File: src/rtl/corruption_sweep_ctrl_pkg.sv
// ============================================================================
//  Module      : corruption_sweep_ctrl_pkg
//  Description : Shared FSM encodings and Hamming(7,4) position tables for the
//                corruption sweep controller and its decoder.
//  Revision    : 1.0 - initial release
// ============================================================================
`default_nettype none

package corruption_sweep_ctrl_pkg;

    localparam logic [2:0] c_st_idle  = 3'd0;
    localparam logic [2:0] c_st_load  = 3'd1;
    localparam logic [2:0] c_st_apply = 3'd2;
    localparam logic [2:0] c_st_check = 3'd3;
    localparam logic [2:0] c_st_next  = 3'd4;
    localparam logic [2:0] c_st_done  = 3'd5;

    // Word positions covered by each syndrome bit, vectors indexed [7:1]
    localparam logic [7:1] c_syn0_mask = 7'b1010101;  // positions 1,3,5,7
    localparam logic [7:1] c_syn1_mask = 7'b1100110;  // positions 2,3,6,7
    localparam logic [7:1] c_syn2_mask = 7'b1111000;  // positions 4,5,6,7

    // Code-word position of data bit i (data bits 1..4 -> positions 3,5,6,7)
    localparam logic [4:1][2:0] c_data_pos = {3'd7, 3'd6, 3'd5, 3'd3};

endpackage

`default_nettype wire

File: src/rtl/hamming74_decode.sv
// ============================================================================
//  Module      : hamming74_decode
//  Description : Combinational Hamming(7,4) syndrome computation and
//                single-bit correction with data extraction.
//  Revision    : 1.0 - initial release
// ============================================================================
`default_nettype none

module hamming74_decode
    import corruption_sweep_ctrl_pkg::*;
(
    input  logic [7:1] i_word,
    output logic [2:0] o_syndrome,
    output logic [4:1] o_data
);

    logic [7:1] w_fixed;

    assign o_syndrome = {^(i_word & c_syn2_mask),
                         ^(i_word & c_syn1_mask),
                         ^(i_word & c_syn0_mask)};

    // A non-zero syndrome names the position of the flipped bit
    always_comb begin
        w_fixed = i_word;
        if (o_syndrome != 3'd0) begin
            w_fixed[o_syndrome] = ~i_word[o_syndrome];
        end
        o_data = '0;
        for (int i = 1; i <= 4; i++) begin
            o_data[i] = w_fixed[c_data_pos[i]];
        end
    end

endmodule

`default_nettype wire

File: src/rtl/corruption_sweep_ctrl.sv
// ============================================================================
//  Module      : corruption_sweep_ctrl
//  Description : Drives a Hamming(7,4) code word and corruption index to the
//                corrupter, decodes the returned word and scores each check.
//  Revision    : 1.0 - initial release
// ============================================================================
`default_nettype none

module corruption_sweep_ctrl
    import corruption_sweep_ctrl_pkg::*;
#(
    parameter int SETTLE_CYCLES = 1,
    parameter int LAST_INDEX    = 7
) (
    input  logic       clk,
    input  logic       reset_n,
    input  logic       start,
    input  logic       abort,
    input  logic       sweep_mode,
    input  logic [2:0] index_in,
    input  logic [4:1] data_in,
    output logic [7:1] code_word,
    output logic [2:0] corrupt_index,
    input  logic [7:1] corrupted_word,
    output logic [2:0] syndrome,
    output logic [4:1] corrected_data,
    output logic [3:0] pass_count,
    output logic [3:0] fail_count,
    output logic       busy,
    output logic       done
);

    localparam logic [3:0] c_settle_init = 4'(SETTLE_CYCLES - 1);
    localparam logic [2:0] c_last_index  = 3'(LAST_INDEX);

    logic [2:0] r_state;
    logic [2:0] w_next_state;
    logic [4:1] r_data;
    logic [2:0] r_index;
    logic       r_sweep;
    logic [3:0] r_settle_cnt;
    logic [7:1] r_code_word;
    logic [2:0] r_corrupt_index;
    logic [2:0] r_syndrome;
    logic [4:1] r_corrected;
    logic [3:0] r_pass;
    logic [3:0] r_fail;
    logic       r_done;
    logic       w_busy;
    logic       w_accept;
    logic       w_pass;
    logic [7:1] w_data_word;
    logic [7:1] w_encoded;
    logic [2:0] w_dec_syndrome;
    logic [4:1] w_dec_data;

    // Encoder: place data bits, then fill parity positions 1, 2 and 4
    always_comb begin
        w_data_word = '0;
        for (int i = 1; i <= 4; i++) begin
            w_data_word[c_data_pos[i]] = r_data[i];
        end
    end

    assign w_encoded = w_data_word | {3'b000,
                                      ^(w_data_word & c_syn2_mask),
                                      1'b0,
                                      ^(w_data_word & c_syn1_mask),
                                      ^(w_data_word & c_syn0_mask)};

    hamming74_decode u_decode (
        .i_word     (corrupted_word),
        .o_syndrome (w_dec_syndrome),
        .o_data     (w_dec_data)
    );

    assign w_accept = start && !abort &&
                      ((r_state == c_st_idle) || (r_state == c_st_done));
    assign w_pass   = (w_dec_syndrome == r_corrupt_index) && (w_dec_data == r_data);

    always_ff @(posedge clk or negedge reset_n) begin
        if (!reset_n) begin
            r_state <= c_st_idle;
        end else begin
            r_state <= w_next_state;
        end
    end

    always_comb begin
        w_next_state = r_state;
        if (abort) begin
            w_next_state = c_st_idle;
        end else begin
            case (r_state)
                c_st_idle,
                c_st_done:  if (start) w_next_state = c_st_load;
                c_st_load:  w_next_state = c_st_apply;
                c_st_apply: if (r_settle_cnt == 4'd0) w_next_state = c_st_check;
                c_st_check: w_next_state = c_st_next;
                c_st_next: begin
                    if (!r_sweep || (r_corrupt_index == c_last_index)) begin
                        w_next_state = c_st_done;
                    end else begin
                        w_next_state = c_st_apply;
                    end
                end
                default:    w_next_state = c_st_idle;
            endcase
        end
    end

    always_comb begin
        w_busy = 1'b0;
        case (r_state)
            c_st_load, c_st_apply, c_st_check, c_st_next: w_busy = 1'b1;
            default:                                      w_busy = 1'b0;
        endcase
    end

    always_ff @(posedge clk or negedge reset_n) begin
        if (!reset_n) begin
            r_data          <= '0;
            r_index         <= '0;
            r_sweep         <= 1'b0;
            r_settle_cnt    <= '0;
            r_code_word     <= '0;
            r_corrupt_index <= '0;
            r_syndrome      <= '0;
            r_corrected     <= '0;
            r_pass          <= '0;
            r_fail          <= '0;
            r_done          <= 1'b0;
        end else begin
            r_done <= (r_state == c_st_next) && (w_next_state == c_st_done);

            if (w_accept) begin
                r_data  <= data_in;
                r_index <= index_in;
                r_sweep <= sweep_mode;
                r_pass  <= '0;
                r_fail  <= '0;
            end

            if ((w_next_state == c_st_apply) && (r_state != c_st_apply)) begin
                r_settle_cnt <= c_settle_init;
            end else if ((r_state == c_st_apply) && (r_settle_cnt != 4'd0)) begin
                r_settle_cnt <= r_settle_cnt - 4'd1;
            end

            // Abort parks the corrupter on index 0 but leaves results intact
            if (abort) begin
                r_corrupt_index <= '0;
            end else begin
                case (r_state)
                    c_st_load: begin
                        r_code_word     <= w_encoded;
                        r_corrupt_index <= r_sweep ? 3'd0 : r_index;
                    end
                    c_st_check: begin
                        r_syndrome  <= w_dec_syndrome;
                        r_corrected <= w_dec_data;
                        if (w_pass) begin
                            r_pass <= (r_pass == 4'hF) ? r_pass : r_pass + 4'd1;
                        end else begin
                            r_fail <= (r_fail == 4'hF) ? r_fail : r_fail + 4'd1;
                        end
                    end
                    c_st_next: begin
                        if (w_next_state == c_st_apply) begin
                            r_corrupt_index <= r_corrupt_index + 3'd1;
                        end
                    end
                    default: ;
                endcase
            end
        end
    end

    assign code_word      = r_code_word;
    assign corrupt_index  = r_corrupt_index;
    assign syndrome       = r_syndrome;
    assign corrected_data = r_corrected;
    assign pass_count     = r_pass;
    assign fail_count     = r_fail;
    assign busy           = w_busy;
    assign done           = r_done;

endmodule

`default_nettype wire

File: config.mk
export PLATFORM = sky130hd
export DESIGN_NAME = corruption_sweep_ctrl
export DESIGN_NICKNAME = d
export VERILOG_FILES = /design/src/rtl/corruption_sweep_ctrl_pkg.sv /design/src/rtl/hamming74_decode.sv /design/src/rtl/corruption_sweep_ctrl.sv
export SDC_FILE = /design/constraint.sdc
export NUM_CORES = 1
export LEC_CHECK = 0
export CORE_MARGIN = 3
export CORE_UTILIZATION = 35
export DETAILED_ROUTE_END_ITERATION = 10
export PLACE_DENSITY_LB_ADDON = 0.08
export REMOVE_ABC_BUFFERS = 1
export SLEW_MARGIN = 15
export SYNTH_ARGS = -nofsm -noshare
export SYNTH_HDL_FRONTEND = slang
export SYNTH_SLANG_ARGS = --single-unit
export TNS_END_PERCENT = 50
File: constraint.sdc
create_clock -name clk -period 6.3 [get_ports clk]
set_clock_uncertainty 0.2 [all_clocks]
set_input_delay 1.26 -clock clk [delete_from_list [all_inputs] [get_ports clk]]
set_output_delay 1.26 -clock clk [all_outputs]
set_load 0.05 [all_outputs]
==> run_results.csv <==
group,metric,value,unit
run_status,status,"completed",
clock_network,cts-root-buf,"clkbuf_8",
logic_synthesis,synth_edf_count,0,
worst_setup_path,path_buf_inv,1,
logic_synthesis,synth-async-reset-ratio,100,%
sta,finalCritPeriodShare,75.8,%
floorplan,initial_core_util,37.4,%
cells_and_area,fin_nets,397,
logic_synthesis,postSynthAreaPerCell,8.20,um2
global_routing,grt_usage,17.1,%
worst_setup_path,crit_path_end,"pass_count[0]$_DFFE_PN0P_",
clock_network,cts_buffers,5,
global_routing,grt_pass1_vias,2431,
detailed_routing,post_drt_wl_per_cell,15.3,um
detailed_routing,vias_per_cell,5.38,
clock_network,h-tree-depth,2,
place,globalplace.congestion,0.854,
worst_setup_path,crit_family,"compound AO/OA/AOI/OAI gates",
sta,drv_slew,0,
sta,holdWs,0.274,ns
worst_setup_path,cp_max_fo,13,
detailed_routing,dr.pass1.iters,4,
clock_network,cts_sinks,41,
global_routing,grt_first_pass_wirelength,12300,um
min_path,hp-class,"register to register",
sta,rsz0062_at_grt,"no",
sta,fin_crit,4.77,ns
cells_and_area,final_cells,473,
detailed_routing,num_vias,2546,
place,dp_slack,1.23,ns
clock_network,path_clk_slew,0.08,ns
cells_and_area,antenna_cells,0,
worst_setup_path,cp_slowest_stage_delay,0.82,ns
logic_synthesis,synth_area,0.00280,mm2
sta,setup_viol,0,
power,powerDensity,338,mW/mm2
floorplan,dieArea,0.00910,mm2
floorplan,rows,31,
clock_network,cts_tree,"yes",
place,place_area,0.00328,mm2
floorplan,die_x,95.4,um
sta,finalHoldViolations,0,
sta,worstMarginPinSlew,0.989,ns
floorplan,die_y,95.4,um
sta,relSlewSlack,33.6,%
worst_setup_path,crit_chain,"clkdlybuf4s50_1 > xnor2_1 > xnor2_1 > o311a_1 > a21oi_1 > a2111o_1 > or3_4 > o221a_2 > mux2i_1",
logic_synthesis,yosys.area.top_type,"dfrtp_1",
cells_and_area,syn2layout_area_growth,20.3,%
logic_synthesis,synth_cell_types,50,
place,portBuffers,45,
worst_setup_path,cp_slowest_cell,"clkdlybuf4s50_1",
clock_network,cts_buffer_depth,2,
place,hpwlAfterDp,5200,um
worst_setup_path,r2r_slack,3.31,ns
clock_network,ctsResizeCount,0,
worst_setup_path,cp_common_cell,"xnor2_1",
logic_synthesis,synth_area_leaders,"dfrtp_1, nand2_1, xnor2_1",
logic_synthesis,syn_inst,341,
logic_synthesis,ys_warn_count,0,
detailed_routing,drc,0,
run,cap_violations,0,
sta,finalSetupTns,0,ns
clock_network,clk_latency,0.29,ns
logic_synthesis,synth-seq-cells,41,
detailed_routing,drtIter0Drc,145,
detailed_routing,drt-total-wl,7250,um
worst_setup_path,startpoint,"corrupted_word[5]",
place,dp_cells,465,
sta,layout_setup_ws,1.53,ns
detailed_routing,ant_nets,0,
floorplan,core,0.00749,mm2
power,vdd_drop_max,0.000127,V
worst_setup_path,end_kind,"register",
global_routing,grt_overflow_total,0,
worst_setup_path,r2r_cells,8,
clock_network,cts_hold_buffers,0,
logic_synthesis,ys_seq_area_share,36.7,%
logic_synthesis,ys.flop_type,"dfrtp_1",
cells_and_area,layout-drive-gt1-share,5.88,%
worst_setup_path,worstSetupPathType,"input port to register",
clock_network,postCtsSetupRepairBufs,0,
power,power.leakage,1.35,nW
cells_and_area,fin_area,0.00336,mm2
logic_synthesis,ys_top_cells_by_count,"nand2_1, dfrtp_1, nor2_1",
floorplan,ios,46,
worst_setup_path,r2r-end,"pass_count[0]$_DFFE_PN0P_",
logic_synthesis,synth_top_area_share,36.7,%
worst_setup_path,reg2reg_from,"r_data[4]$_DFFE_PN0P_",
sta,maxClockFrequency,0.210,GHz
worst_setup_path,cp.depth,9,
worst_setup_path,worstPathArrival,4.79,ns
logic_synthesis,synth.most_common_cell,"nand2_1",
global_routing,grt_max_degree,42,
global_routing,antenna_found_initial,0,
worst_setup_path,start_kind,"input port",
worst_setup_path,worstPathRequired,6.32,ns
[power by group]
part           total [mW]  internal, mW  switching [mW]  leakage (nW)
clock               0.170        0.0769          0.0933        0.0450
combinational       0.557         0.205           0.353         0.770
sequential          0.410         0.337          0.0723         0.536
total                1.14         0.619           0.518          1.35
[state kept, by name, summed over array words and instances, names as in the netlist]
register / flops
syndrome: 3
r_index: 3
corrupt_index: 3
corrected_data: 4
r_data: 4
r_settle_cnt: 4
pass_count: 4
r_state: 3
r_sweep: 1
fail_count: 4
code_word: 7
done: 1
[worst min path at each step]
stage / startpoint / end / slack [ns] / cells past startpoint
floorplan: r_index[1]$_DFFE_PN0P_ / r_index[1]$_DFFE_PN0P_ / 0.24 / 2
global placement: r_index[2]$_DFFE_PN0P_ / r_index[2]$_DFFE_PN0P_ / 0.25 / 2
detailed placement: r_index[2]$_DFFE_PN0P_ / r_index[2]$_DFFE_PN0P_ / 0.26 / 2
CTS: r_index[2]$_DFFE_PN0P_ / r_index[2]$_DFFE_PN0P_ / 0.28 / 2
global route: r_index[2]$_DFFE_PN0P_ / r_index[2]$_DFFE_PN0P_ / 0.30 / 2
finish: r_index[2]$_DFFE_PN0P_ / r_index[2]$_DFFE_PN0P_ / 0.27 / 2
[area by class of cell]
class                   count  area (um2)
fillers                   777        4120
multi-input cells         268        1630
flip-flops and latches     41        1030
repair buffers             47         460
well taps                  99         124
clock buffers               6        72.6
inverters                  10        37.5
clock inverters             2        10.0
[cells by family after synthesis]
family / Yosys count / share of synthesized area, %
fa+ha+maj: 5 / 2.24
flops: 41 / 36.7
xor+xnor: 25 / 8.63
compound gates: 89 / 20.4
buf+inv: 32 / 4.92
simple gates: 141 / 24.2
mux: 8 / 2.95
[worst min-delay path: stages (launching register included)]
cell and delay [ns]:
dfrtp_1 0.34, nand2_1 0.05, nand2_1 0.05
[cells in the final DEF (no fill, tap or decap), types with 4 or more instances in the layout]
cell type,count
a211oi_1,6
a21oi_1,22
a31oi_1,4
and2_1,4
clkbuf_8,5
clkdlybuf4s50_1,44
dfrtp_1,41
ha_1,5
inv_1,10
mux2i_1,6
nand2_1,53
nand2b_1,4
nand3_1,10
nor2_1,29
nor2b_1,8
nor3_1,11
o211ai_1,4
o21ai_0,26
o22ai_1,5
xnor2_1,15
xor2_1,7
[per-stage QoR]
stage / utilization (%) / total power [mW]
after detailed placement: 43.8 / 0.976
after CTS: 44.9 / 1.15
after floorplan: - / 0.786
after global routing: 44.9 / 1.22
after global placement: 43.8 / 0.971
final: 44.9 / 1.14
[layer usage]
| layer | up-vias | global-route usage [%] | wire, um |
|---|---|---|---|
| li1 | 1274 | - | - |
| met1 | 1205 | 23.5 | 3440 |
| met2 | 55 | 27.6 | 3350 |
| met3 | 12 | 3.08 | 358 |
| met4 | 0 | 4.50 | 91 |
| met5 | - | 0 | 0 |
No activity file was read; power rests on OpenSTA's default activity.
